===== config.mk =====
export PLATFORM = sky130hd
export DESIGN_NAME = trace_dump_ctrl
export DESIGN_NICKNAME = d
export VERILOG_FILES = /design/src/rtl/trace_pkg.sv /design/src/rtl/trace_dump_ctrl_og_corrector.sv /design/src/rtl/trace_dump_ctrl.sv
export SDC_FILE = /design/constraint.sdc
export NUM_CORES = 1
export LEC_CHECK = 0
export ABC_AREA = 1
export BUFFER_PORTS_ARGS = -buffer_cell sky130_fd_sc_hd__buf_2
export CORE_ASPECT_RATIO = 0.6
export CORE_MARGIN = 4
export CORE_UTILIZATION = 50
export CTS_CLUSTER_SIZE = 16
export DETAILED_ROUTE_END_ITERATION = 10
export PLACE_DENSITY = 0.78
export SLEW_MARGIN = 20
export SYNTH_ARGS = -nofsm -noshare
export SYNTH_HDL_FRONTEND = slang
export SYNTH_SLANG_ARGS = --single-unit
export TNS_END_PERCENT = 10

===== constraint.sdc =====
create_clock -name clk -period 6.1 [get_ports clk]
set_clock_uncertainty 0.2 [all_clocks]
set_input_delay 0.915 -clock clk [delete_from_list [all_inputs] [get_ports clk]]
set_output_delay 0.915 -clock clk [all_outputs]
set_load 0.02 [all_outputs]

===== src/rtl/trace_pkg.sv =====
// trace_pkg: shared types and helpers for the trace dump engine.
// Provides the dump FSM state enum and the clamped signed-offset add.
package trace_pkg;

  typedef enum logic [2:0] {
    IDLE,
    OG_REQ,
    RD,
    CAP,
    SEND
  } trace_dump_state_t;

  // a: zero-extended sample, b: sign-extended offset.
  // Result clamped to [0, maxv].
  function automatic logic [31:0] sat_add_s(
    input logic        [31:0] a,
    input logic signed [31:0] b,
    input logic        [31:0] maxv
  );
    logic signed [33:0] s;
    s = $signed({2'b00, a}) + 34'(b);
    if (s < 0)
      return '0;
    else if (s > $signed({2'b00, maxv}))
      return maxv;
    else
      return s[31:0];
  endfunction

endpackage


===== src/rtl/trace_dump_ctrl_og_corrector.sv =====
// og_corrector: combinational offset/gain correction of one sample.
// rdata + signed offset (clamped), times gain >> (GW-1), clamped.
module og_corrector
  import trace_pkg::*;
#(
  parameter int DW = 8,
  parameter int GW = 8
) (
  input  logic [DW-1:0] rdata,
  input  logic [DW-1:0] offset,
  input  logic [GW-1:0] gain,
  output logic [DW-1:0] result
);

  localparam int PW = DW + GW;
  localparam logic [31:0] MAXV = 32'((64'(1) << DW) - 1);

  logic [31:0]   sum32;
  logic [DW-1:0] sum;
  logic [PW-1:0] prod;
  logic [PW-1:0] shr;

  always_comb begin
    sum32  = sat_add_s(32'(rdata), 32'($signed(offset)), MAXV);
    sum    = sum32[DW-1:0];
    prod   = PW'(sum) * PW'(gain);
    shr    = prod >> (GW - 1);
    result = (shr > PW'(MAXV)) ? '1 : shr[DW-1:0];
  end

endmodule


===== src/rtl/trace_dump_ctrl.sv =====
// trace_dump_ctrl: dumps one or all capture channels oldest-first,
// fetching offset/gain per channel and streaming corrected samples.
module trace_dump_ctrl
  import trace_pkg::*;
#(
  parameter int NCH = 3,
  parameter int DW  = 8,
  parameter int AW  = 9,
  parameter int GW  = 8,
  localparam int CW = (NCH > 1) ? $clog2(NCH) : 1
) (
  input  logic              clk,
  input  logic              rst_n,
  input  logic              dump_start,
  input  logic              dump_all,
  input  logic [CW-1:0]     dump_chan,
  input  logic              abort,
  input  logic [AW-1:0]     trace_end,
  output logic              og_req,
  output logic [CW-1:0]     og_chan,
  input  logic              og_valid,
  input  logic [DW-1:0]     og_offset,
  input  logic [GW-1:0]     og_gain,
  output logic              ram_en,
  output logic [AW-1:0]     ram_addr,
  input  logic [NCH*DW-1:0] ram_rdata,
  output logic              tx_valid,
  output logic [DW-1:0]     tx_data,
  input  logic              tx_ready,
  output logic              busy,
  output logic              done,
  output logic [CW-1:0]     cur_chan
);

  localparam logic [CW-1:0] LAST_CH = CW'(NCH - 1);

  trace_dump_state_t state_q, state_d;
  logic              all_q, all_d;
  logic [CW-1:0]     chan_q, chan_d;
  logic [AW-1:0]     end_q, end_d;
  logic [AW-1:0]     addr_q, addr_d;
  logic [AW-1:0]     cnt_q, cnt_d;
  logic [DW-1:0]     off_q, off_d;
  logic [GW-1:0]     gain_q, gain_d;
  logic [DW-1:0]     data_q, data_d;
  logic              done_q, done_d;

  logic [DW-1:0]     cap_sample;
  logic [DW-1:0]     cap_result;

  assign cap_sample = ram_rdata[int'(chan_q)*DW +: DW];

  og_corrector #(
    .DW (DW),
    .GW (GW)
  ) u_corr (
    .rdata  (cap_sample),
    .offset (off_q),
    .gain   (gain_q),
    .result (cap_result)
  );

  always_comb begin
    state_d = state_q;
    all_d   = all_q;
    chan_d  = chan_q;
    end_d   = end_q;
    addr_d  = addr_q;
    cnt_d   = cnt_q;
    off_d   = off_q;
    gain_d  = gain_q;
    data_d  = data_q;
    done_d  = 1'b0;
    // abort outranks every other event, even the last handshake
    if (abort) begin
      state_d = IDLE;
    end else begin
      case (state_q)
        IDLE: begin
          if (dump_start) begin
            all_d   = dump_all;
            end_d   = trace_end;
            if (dump_all)
              chan_d = '0;
            else if (dump_chan > LAST_CH)
              chan_d = LAST_CH;
            else
              chan_d = dump_chan;
            state_d = OG_REQ;
          end
        end
        OG_REQ: begin
          if (og_valid) begin
            off_d   = og_offset;
            gain_d  = og_gain;
            addr_d  = end_q + 1'b1;
            cnt_d   = '0;
            state_d = RD;
          end
        end
        RD: state_d = CAP;
        CAP: begin
          data_d  = cap_result;
          state_d = SEND;
        end
        SEND: begin
          if (tx_ready) begin
            if (cnt_q != '1) begin
              addr_d  = addr_q + 1'b1;
              cnt_d   = cnt_q + 1'b1;
              state_d = RD;
            end else if (all_q && chan_q != LAST_CH) begin
              chan_d  = chan_q + 1'b1;
              state_d = OG_REQ;
            end else begin
              done_d  = 1'b1;
              state_d = IDLE;
            end
          end
        end
        default: state_d = IDLE;
      endcase
    end
  end

  always_ff @(posedge clk or negedge rst_n) begin
    if (!rst_n) begin
      state_q <= IDLE;
      all_q   <= 1'b0;
      chan_q  <= '0;
      end_q   <= '0;
      addr_q  <= '0;
      cnt_q   <= '0;
      off_q   <= '0;
      gain_q  <= '0;
      data_q  <= '0;
      done_q  <= 1'b0;
    end else begin
      state_q <= state_d;
      all_q   <= all_d;
      chan_q  <= chan_d;
      end_q   <= end_d;
      addr_q  <= addr_d;
      cnt_q   <= cnt_d;
      off_q   <= off_d;
      gain_q  <= gain_d;
      data_q  <= data_d;
      done_q  <= done_d;
    end
  end

  assign og_req   = (state_q == OG_REQ);
  assign og_chan  = chan_q;
  assign ram_en   = (state_q == RD);
  assign ram_addr = addr_q;
  assign tx_valid = (state_q == SEND);
  assign tx_data  = data_q;
  assign busy     = (state_q != IDLE);
  assign done     = done_q;
  assign cur_chan = chan_q;

endmodule


==> insert_results.sql, run 1 <==
INSERT INTO impl_metrics (metric_group, metric, value, unit) VALUES
('worst_setup_path', 'setup.worst_path.start', 'ram_rdata[15]', ''),
('worst_setup_path', 'arrival', '6210', 'ps'),
('flow_run', 'drv_cap', '0', ''),
('global_routing', 'tot_gr_track_use', '23.7', '%'),
('final_layout', 'layout_common_cells', 'nand2_1 (139), inv_1 (88), nor2_1 (85), buf_2 (83), dfrtp_1 (58)', ''),
('route', 'drtPass1Iterations', '6', ''),
('sta', 'post-route-min-period', '6190', 'ps'),
('clock_network', 'clkSinkCount', '58', ''),
('worst_setup_path', 'setup.worst_path.start_class', 'input pin', ''),
('global_routing', 'vias_in_the_first_global_route', '4965', ''),
('yosys', 'synthesis.instances', '692', ''),
('sta', 'max_freq', '162', 'MHz'),
('sta', 'rsz_0062_raised_after_global_routing', 'true', ''),
('route', 'via_count', '5127', ''),
('sta', 'final_min_period_over_clock_period', '101', '%'),
('worst_setup_path', 'crit_path_max_incr_delay', '500', 'ps'),
('route', 'vias_per_cell', '5.28', ''),
('final_layout', 'layout_commonest_cell', 'nand2_1', ''),
('sta', 'worst_slack', '-90.6', 'ps'),
('die', 'boundaryPins', '84', ''),
('clock_network', 'insertion_delay', '330', 'ps'),
('worst_setup_path', 'crit_path_max_fanout', '8', ''),
('global_routing', 'grt_overflow_total', '0', ''),
('yosys', 'yosysSeqAreaShare', '27.3', '%'),
('worst_setup_path', 'ff2ff_setup_slack', '-80', 'ps'),
('die', 'initial_core_util', '52.6', '%'),
('yosys', 'mean_syn_cell_area', '7.69', 'um2'),
('die', 'core_area', '0.0101', 'mm2'),
('global_routing', 'first_pass_grt_wire_length', '23500', 'um'),
('clock_network', 'clk_pin_slew', '50', 'ps'),
('final_layout', 'nNetsFinal', '971', ''),
('worst_setup_path', 'endpoint', 'tx_data[7]', ''),
('yosys', 'yosys.cell_types.count', '44', ''),
('status', 'violations', 'setup timing', ''),
('clock_network', 'cts_tree', 'built', ''),
('clock_network', 'post_cts_hold_buffer_count', '0', ''),
('final_layout', 'layout-drive-gt1-share', '31.3', '%'),
('die', 'design.die.area', '0.0124', 'mm2'),
('worst_setup_path', 'critical_path.slowest_cell', 'fa_1', ''),
('yosys', 'ys_seq_elements', '58', ''),
('sta', 'final-hold-violation-count', '0', ''),
('yosys', 'mapped_nets', '832', ''),
('final_layout', 'diodes', '0', ''),
('sta', 'slew_headroom', '37.5', '%'),
('clock_network', 'total_clock_buffers_created_by_cts', '9', ''),
('placed_design', 'numPortBuffers', '83', ''),
('yosys', 'synth-warning-count', '0', ''),
('sta', 'fin_setup_tns', '-368', 'ps'),
('yosys', 'netlist_area', '0.00532', 'mm2'),
('yosys', 'synth-edff-count', '0', ''),
('clock_network', 'cts-htree-levels', '3', ''),
('die', 'die_height', '87.9', 'um'),
('route', 'postRouteWirelength', '14700', 'um'),
('route', 'wire_per_inst', '15.2', 'um'),
('worst_hold_path', 'worstHoldPathType', 'flip-flop to flip-flop', ''),
('die', 'die_width', '141', 'um'),
('status', 'result_of_the_run', 'finished, violations left', ''),
('worst_setup_path', 'setup.worst_path.end_class', 'flip-flop', ''),
('worst_setup_path', 'worstPathRequired', '6120', 'ps'),
('worst_setup_path', 'r2r_end', 'tx_data[7]', ''),
('route', 'post-route-drc-count', '0', ''),
('sta', 'tightest_slew', '930', 'ps'),
('sta', 'setup_viol_count_final', '8', ''),
('sta', 'drv_slew', '0', ''),
('clock_network', 'ctsLongestPathBuffers', '2', ''),
('route', 'detail-route-antenna-nets', '0', ''),
('die', 'placement_rows', '28', ''),
('final_layout', 'layout-area-overhead-vs-synth', '29.9', '%'),
('worst_setup_path', 'reg2reg_depth', '32', ''),
('yosys', 'postSynth.asyncResetShare', '100', '%'),
('worst_setup_path', 'worst-setup-path-type', 'input pin to flip-flop', ''),
('worst_setup_path', 'cpMostUsedCell', 'fa_1', ''),
('placed_design', 'gp_congestion', '0.910', ''),
('route', 'first_iter_violations', '278', ''),
('worst_setup_path', 'reg2reg_from', 'cur_chan[1]', ''),
('global_routing', 'maximum_number_of_pins_on_one_net_before_global_route_repair', '59', ''),
('yosys', 'synth_top_flop_cell', 'dfrtp_1', ''),
('placed_design', 'hpwlAfterDp', '11500', 'um'),
('clock_network', 'clock_tree.root_cell', 'clkbuf_16', ''),
('global_routing', 'grt_antenna_before_repair', '0', '');
## cell type report
| class | instances | area [um2] |
|---|---|---|
| timing repair buffer | 140 | 858 |
| tap | 135 | 169 |
| inverter | 106 | 404 |
| clock inverter | 6 | 41.3 |
| multi-input combinational | 516 | 3750 |
| sequential | 58 | 1450 |
| fill | 818 | 3210 |
| clock buffer | 10 | 239 |
## per-layer routing
metal	GRT usage, %	vias to the layer above	wire [um]	share of wire [%]
li1	-	2480	-	-
met5	0	-	0	0
met1	33.7	2414	6880	47
met2	35.7	213	6350	43
met4	5.01	0	154	1.0
met3	7.91	20	1350	9.2
## worst max-delay path, delay by kind of cell
family                     cells  cell delay, ps
AOI/OAI and AO/OA              6            1110
adders and majority gates      6            2420
buffers and inverters          6             560
and+or+nand+nor               10            1210
## metrics by stage
step / hold slack, ps / std cells / setup slack [ps] / util [%] / area [um2]
floorplan: 248 / 692 / 30.8 / - / 5480
CTS: 284 / 966 / 0.665 / 66.2 / 6700
global placement: 262 / 949 / -295 / 63.1 / 6390
detailed placement: 270 / 949 / -394 / 63.1 / 6390
finish: 281 / 971 / -90.6 / 68.3 / 6910
global route: 290 / 971 / -376 / 68.3 / 6910
## worst min-delay path by stage
stage | start | to | slack, ps | depth (start not counted)
after detailed placement | off_q[5] | off_q[5] | 270 | 2
after floorplan | off_q[0] | off_q[0] | 250 | 2
after global placement | tx_data[3] | tx_data[3] | 260 | 2
final | tx_data[7] | tx_data[7] | 280 | 2
after CTS | off_q[5] | off_q[5] | 280 | 2
after global routing | tx_data[3] | tx_data[3] | 290 | 2
## synthesized netlist by cell type, types with 2 or more instances
cell type  number  share of area, %
a32oi_1         2              0.33
nand4_1         6              0.71
nand2_1       145                10
xnor2_1         2              0.33
clkbuf_1        4              0.28
a21oi_1        34               3.2
mux2i_1         4              0.75
or2_2           5              0.59
nand3_1        20               1.9
o21ai_1         5              0.47
ha_1           46                11
and2_1          2              0.23
buf_4           2              0.28
a211oi_1        3              0.42
buf_2           3              0.28
nor2_1         99               7.0
nand2_2        11               1.3
inv_1          99               7.0
dfrtp_1        58                27
a21oi_2         2              0.33
nand3b_1        2              0.28
mux2_2          8               1.7
buf_1           2              0.14
xor2_1         14               2.3
nor3_1         12               1.1
fa_1           36                14
nor4_1          4              0.47
inv_2           6              0.42
a31oi_1         4              0.47
o21ai_0        38               3.6
## repair_timing
action                                 CTS  global route
resized for setup                        7            45
endpoints found under the hold margin    0             0
setup endpoints to repair                8             8
setup buffers                            1             5
pin swaps                                3            26
## state kept, by name (all words and copies together), names as in the netlist
name / cells
ram_addr: 9
cur_chan: 2
gain_q: 8
done: 1
all_q: 1
cnt_q: 9
state_q: 3
tx_data: 8
off_q: 8
end_q: 9
## cell families (layout without fill, tap and decap cells)
family / count (synthesis) / count (layout) / share of synthesized area (%)
XOR/XNOR: 16 / 16 / 2.63
flip-flops: 58 / 58 / 27.3
buffers and inverters: 118 / 262 / 8.67
AND/OR/NAND/NOR: 311 / 311 / 24.7
multiplexers: 12 / 12 / 2.44
adder cells (fa/ha/maj): 82 / 82 / 24.3
AO/OA/AOI/OAI: 95 / 95 / 9.99
Power of run 1 is not shown: default switching activity piles up to over one toggle a cycle in this logic, so the estimate is an artifact.
==> inputs of run 2 (changes only) <==
Settings changed: BUFFER_PORTS_ARGS -buffer_cell sky130_fd_sc_hd__buf_2 to -buffer_cell sky130_fd_sc_hd__buf_4.
==> run 2 against run 1 <==
Net effect:
- the flow still finishes with violations (setup timing)
- largest cell class unchanged
- final cell count increased by 0.93%
- highest routed layer unchanged
- worst hold slack better by 8.6 ps
- critical path depth is 2 higher
- first-iteration DRC count up 60%
- critical endpoint is now tx_data[5]
- routed wire length is 11% higher
- register-to-register slack worse by 120 ps
==> insert_results.sql, run 2 (synthesized netlist as in run 1, its figures left out) <==
INSERT INTO impl_metrics (metric_group, metric, value, unit) VALUES
('global_routing', 'tot_gr_track_use', '24.9', '%'),
('global_routing', 'vias_in_the_first_global_route', '5126', ''),
('clock_network', 'clkSinkCount', '58', ''),
('sta', 'max_freq', '159', 'MHz'),
('worst_setup_path', 'arrival', '6320', 'ps'),
('sta', 'tightest_slew', '1080', 'ps'),
('route', 'routed-wl-met2', '7540', 'um'),
('worst_setup_path', 'reg2reg_depth', '30', ''),
('clock_network', 'clk_pin_slew', '60', 'ps'),
('worst_setup_path', 'setup.worst_path.end_class', 'flip-flop', ''),
('worst_setup_path', 'worst-setup-path-type', 'flip-flop to flip-flop', ''),
('sta', 'fin_hold_ws', '290', 'ps'),
('worst_setup_path', 'r2r_end', 'tx_data[5]', ''),
('worst_setup_path', 'worstPathRequired', '6120', 'ps'),
('route', 'highest_layer', 'met4', ''),
('worst_setup_path', 'endpoint', 'tx_data[5]', ''),
('worst_setup_path', 'critical_path.slowest_cell', 'fa_1', ''),
('sta', 'final-hold-violation-count', '0', ''),
('worst_hold_path', 'worstHoldPathType', 'flip-flop to flip-flop', ''),
('worst_setup_path', 'crit_path_max_fanout', '5', ''),
('placed_design', 'gp_congestion', '0.935', ''),
('sta', 'setup_viol_count_final', '8', ''),
('die', 'die_width', '141', 'um'),
('worst_hold_path', 'hp-start', 'off_q[6]', ''),
('final_layout', 'layout-drive-gt1-share', '36.1', '%'),
('global_routing', 'grt_overflow_total', '0', ''),
('die', 'core_area', '0.0101', 'mm2'),
('sta', 'post-route-min-period', '6300', 'ps'),
('worst_setup_path', 'ff2ff_setup_slack', '-200', 'ps'),
('route', 'wirelength_met1', '7260', 'um'),
('clock_network', 'cts_tree', 'built', ''),
('worst_setup_path', 'cpMostUsedCell', 'fa_1', ''),
('clock_network', 'insertion_delay', '340', 'ps'),
('final_layout', 'layout_common_cells', 'buf_4 (143), nand2_1 (125), nor2_1 (82), inv_1 (80), dfrtp_1 (57)', ''),
('route', 'detail-route-antenna-nets', '0', ''),
('worst_setup_path', 'reg2reg_from', 'cur_chan[0]', ''),
('clock_network', 'cts-htree-levels', '3', ''),
('route', 'wl_met3', '1310', 'um'),
('final_layout', 'nNetsFinal', '980', ''),
('die', 'initial_core_util', '52.6', '%'),
('final_layout', 'layout.cells.non_filler', '980', ''),
('route', 'postRouteWirelength', '16400', 'um'),
('flow_run', 'drv_cap', '0', ''),
('die', 'die_height', '87.9', 'um'),
('clock_network', 'ctsLongestPathBuffers', '2', ''),
('clock_network', 'clock_tree.root_cell', 'clkbuf_16', ''),
('sta', 'drv_slew', '0', ''),
('status', 'result_of_the_run', 'finished, violations left', ''),
('sta', 'final_min_period_over_clock_period', '103', '%'),
('status', 'violations', 'setup timing', ''),
('route', 'via_count', '5360', ''),
('die', 'placement_rows', '28', ''),
('global_routing', 'first_pass_grt_wire_length', '24800', 'um'),
('worst_setup_path', 'setup.worst_path.start', 'cur_chan[0]', ''),
('sta', 'worst_slack', '-196', 'ps'),
('route', 'post-route-drc-count', '0', ''),
('final_layout', 'diodes', '0', ''),
('clock_network', 'post_cts_hold_buffer_count', '0', ''),
('sta', 'slew_headroom', '27.5', '%'),
('die', 'boundaryPins', '84', ''),
('global_routing', 'grt_antenna_before_repair', '0', ''),
('clock_network', 'total_clock_buffers_created_by_cts', '9', ''),
('route', 'vias_per_cell', '5.47', ''),
('global_routing', 'maximum_number_of_pins_on_one_net_before_global_route_repair', '59', ''),
('worst_setup_path', 'crit_path_max_incr_delay', '520', 'ps'),
('route', 'first_iter_violations', '445', ''),
('final_layout', 'layout_commonest_cell', 'buf_4', ''),
('sta', 'rsz_0062_raised_after_global_routing', 'true', ''),
('die', 'design.die.area', '0.0124', 'mm2'),
('placed_design', 'hpwlAfterDp', '11700', 'um'),
('route', 'wire_per_inst', '16.7', 'um'),
('placed_design', 'numPortBuffers', '83', ''),
('placed_design', 'dp.cells', '945', ''),
('route', 'drtPass1Iterations', '8', ''),
('final_layout', 'layout-area-overhead-vs-synth', '39.2', '%'),
('worst_setup_path', 'setup.worst_path.start_class', 'flip-flop', '');
==> run 2: cell types whose count changed in the layout (fill, tap and decap cells not counted), sizes merged <==
cell      change
clkinv        -2
buf           +8
bufinv        +2
nand2         +1
clkinvlp      -1
inv           +1
==> run 2: cell type report <==
class	instances	area [um2]
sequential	58	1450
inverter	106	415
multi-input combinational	517	3930
clock inverter	6	88.8
tap	135	169
timing repair buffer	148	1120
fill	734	2710
clock buffer	10	239
==> run 2: worst min-delay path by stage <==
stage	cells after the start	slack, ps	end
finish	2	290	off_q[6]
global route	2	300	off_q[4]
CTS	2	290	off_q[3]
detailed placement	2	270	off_q[6]
global placement	2	270	tx_data[3]
floorplan	2	250	off_q[0]
==> run 2: metrics by stage <==
stage / setup slack, ps / utilization [%] / instance area [um2] / setup TNS, ps
final: -196 / 73.2 / 7410 / -1100
after detailed placement: -460 / 64.9 / 6570 / -3080
after floorplan: 30.8 / - / 5480 / 0
after CTS: -41.1 / 69.1 / 6990 / -72.2
after global placement: -283 / 64.9 / 6570 / -1970
after global routing: -425 / 73.2 / 7410 / -3010
==> run 2: worst max-delay path: cells and delay by family, from the launching register on <==
family / cells / cell delay (ps)
DFF: 1 / 440
adders and majority gates: 7 / 2900
AOI/OAI and AO/OA: 6 / 950
buffers and inverters: 7 / 610
and+or+nand+nor: 10 / 1080
==> run 2: repair_timing <==
item	4_1_cts	5_1_grt
pin swaps	14	62
gates resized for setup	21	85
setup buffers	2	15
endpoints found under the setup margin	8	8
cloned	0	2
==> run 2: layer usage <==
layer,track usage (%),vias to the layer above
li1,-,2506
met1,35.4,2579
met2,39.2,235
met3,5.73,40
met4,5.54,0
met5,0,-
Power of run 2 is left out for the same reason.
==> inputs of run 3 (changes only) <==
Settings changed: CAP_MARGIN from default to 30, CORE_UTILIZATION 50 to 45, PLACE_DENSITY 0.78 to 0.71.
==> run 3 against run 2 <==
Net effect:
- the run still ends with setup timing left
- core utilization shrank 11 points
- global-route usage down 2.4 points
- critical path depth fell by 1
- non-clock buffer count shrank 10
- fmax is 1.0% higher
- count of clock-buffer cells in the layout unchanged
- flip-flop and latch count did not move
- sequential share of layout area is 0.75 points higher
- worst setup slack better by 65 ps
- cell area down 3.7%
==> insert_results.sql, run 3 (synthesized netlist as in run 1, its figures left out) <==
INSERT INTO impl_metrics (metric_group, metric, value, unit) VALUES
('clock_network', 'cts_tree', 'built', ''),
('clock_network', 'ctsLongestPathBuffers', '2', ''),
('global_routing', 'grt_antenna_before_repair', '0', ''),
('die', 'initial_core_util', '46.7', '%'),
('global_routing', 'maximum_number_of_pins_on_one_net_before_global_route_repair', '59', ''),
('final_layout', 'layout-drive-gt1-share', '30.0', '%'),
('route', 'via_count', '5045', ''),
('sta', 'fin_setup_tns', '-640', 'ps'),
('final_layout', 'post_layout_inst_area', '0.00714', 'mm2'),
('clock_network', 'clk_pin_slew', '60', 'ps'),
('sta', 'drv_slew', '0', ''),
('sta', 'post-route-min-period', '6230', 'ps'),
('global_routing', 'grt_overflow_total', '0', ''),
('route', 'wire_per_inst', '14.9', 'um'),
('sta', 'rsz_0062_raised_after_global_routing', 'true', ''),
('worst_setup_path', 'worstPathRequired', '6130', 'ps'),
('status', 'result_of_the_run', 'finished, violations left', ''),
('worst_setup_path', 'arrival', '6260', 'ps'),
('worst_setup_path', 'path_buf_inv', '6', ''),
('worst_setup_path', 'setup.worst_path.end_class', 'flip-flop', ''),
('final_layout', 'multi_input_area', '0.00370', 'mm2'),
('route', 'drtPass1Iterations', '5', ''),
('final_layout', 'final-seq-area', '0.00145', 'mm2'),
('sta', 'setup_viol_count_final', '8', ''),
('sta', 'worst_slack', '-131', 'ps'),
('global_routing', 'vias_in_the_first_global_route', '5177', ''),
('die', 'die_height', '92.3', 'um'),
('worst_setup_path', 'crit_path_max_fanout', '9', ''),
('clock_network', 'total_clock_buffers_created_by_cts', '9', ''),
('sta', 'slew_headroom', '47.2', '%'),
('route', 'detail-route-antenna-nets', '0', ''),
('route', 'post-route-drc-count', '0', ''),
('sta', 'tightest_slew', '785', 'ps'),
('route', 'postRouteWirelength', '14800', 'um'),
('worst_setup_path', 'critical_path.slowest_cell', 'fa_1', ''),
('final_layout', 'layout-area-overhead-vs-synth', '34.1', '%'),
('clock_network', 'insertion_delay', '340', 'ps'),
('worst_setup_path', 'cpLargestDelayFamily', 'adder cells', ''),
('worst_setup_path', 'crit_path_max_incr_delay', '500', 'ps'),
('final_layout', 'nNetsFinal', '969', ''),
('clock_network', 'clkSinkCount', '58', ''),
('die', 'core_area', '0.0114', 'mm2'),
('clock_network', 'cts-htree-levels', '3', ''),
('final_layout', 'diodes', '0', ''),
('global_routing', 'tot_gr_track_use', '22.5', '%'),
('route', 'first_iter_violations', '304', ''),
('final_layout', 'layout_commonest_cell', 'nand2_1', ''),
('clock_network', 'clock_tree.root_cell', 'clkbuf_16', ''),
('die', 'die_width', '148', 'um'),
('worst_setup_path', 'cpMostUsedCell', 'fa_1', ''),
('die', 'design.die.area', '0.0137', 'mm2'),
('placed_design', 'gp_congestion', '0.932', ''),
('sta', 'final_min_period_over_clock_period', '102', '%'),
('worst_setup_path', 'worst-setup-path-type', 'input pin to flip-flop', ''),
('worst_hold_path', 'worstHoldPathType', 'flip-flop to flip-flop', ''),
('sta', 'max_freq', '160', 'MHz'),
('final_layout', 'layout_common_cells', 'nand2_1 (141), buf_4 (136), inv_1 (88), nor2_1 (85), dfrtp_1 (57)', ''),
('sta', 'fin_hold_ws', '283', 'ps'),
('status', 'violations', 'setup timing', ''),
('route', 'vias_per_cell', '5.08', ''),
('final_layout', 'fillers', '1016', ''),
('placed_design', 'hpwlAfterDp', '12100', 'um'),
('worst_setup_path', 'setup.worst_path.start_class', 'input pin', ''),
('flow_run', 'drv_cap', '0', ''),
('placed_design', 'numPortBuffers', '83', ''),
('placed_design', 'placement.cell_area', '0.00665', 'mm2'),
('die', 'placement_rows', '30', ''),
('sta', 'final-hold-violation-count', '0', ''),
('global_routing', 'first_pass_grt_wire_length', '25000', 'um'),
('die', 'boundaryPins', '84', '');
run 3: final timing paths:
kind,from,end,slack [ps],cells past startpoint
setup / recovery,ram_rdata[0],tx_data[3],-130,29
hold / removal,off_q[3],off_q[3],280,2
setup reg to reg,cur_chan[1],tx_data[3],-90,29
hold reg to reg,off_q[3],off_q[3],280,2
max in group asynchronous,rst_n,cur_chan[0],4720,1
min in group asynchronous,rst_n,end_q[5],440,1
run 3: cell type report:
class	count	area share, %
multi-input combinational	516	51.9
sequential	58	20.3
timing repair buffer	138	14.6
inverter	106	5.82
clock buffer	10	3.35
tap	160	2.80
clock inverter	6	1.24
run 3: repair_timing:
| item | 4_1_cts | 5_1_grt |
|---|---|---|
| endpoints found under the setup margin | 8 | 8 |
| gates cloned | 0 | 0 |
| hold buffers | 0 | 0 |
| resized for setup | 15 | 23 |
| buffers inserted | 0 | 1 |
| pin swaps | 1 | 20 |
run 3: worst min-delay path, stage by stage (launching register included):
cell	delay, ps
dfrtp_1	350
nand2_1	60
nand2_1	50
run 3: through the flow:
| step | cells | util [%] | setup WS (ps) |
|---|---|---|---|
| finish | 994 | 62.6 | -131 |
| global route | 994 | 62.6 | -440 |
| CTS | 992 | 61.7 | -46.5 |
| detailed placement | 976 | 58.3 | -480 |
| global placement | 975 | 58.2 | -286 |
| floorplan | 692 | - | 30.8 |
run 3: metal layers:
layer,part of all wire [%],up-vias,GRT usage [%]
li1,-,2485,-
met1,48,2382,33.6
met2,44,163,33.1
met3,6.9,15,5.33
met4,0.95,0,4.69
met5,0,-,0
Power of run 3 is left out for the same reason.
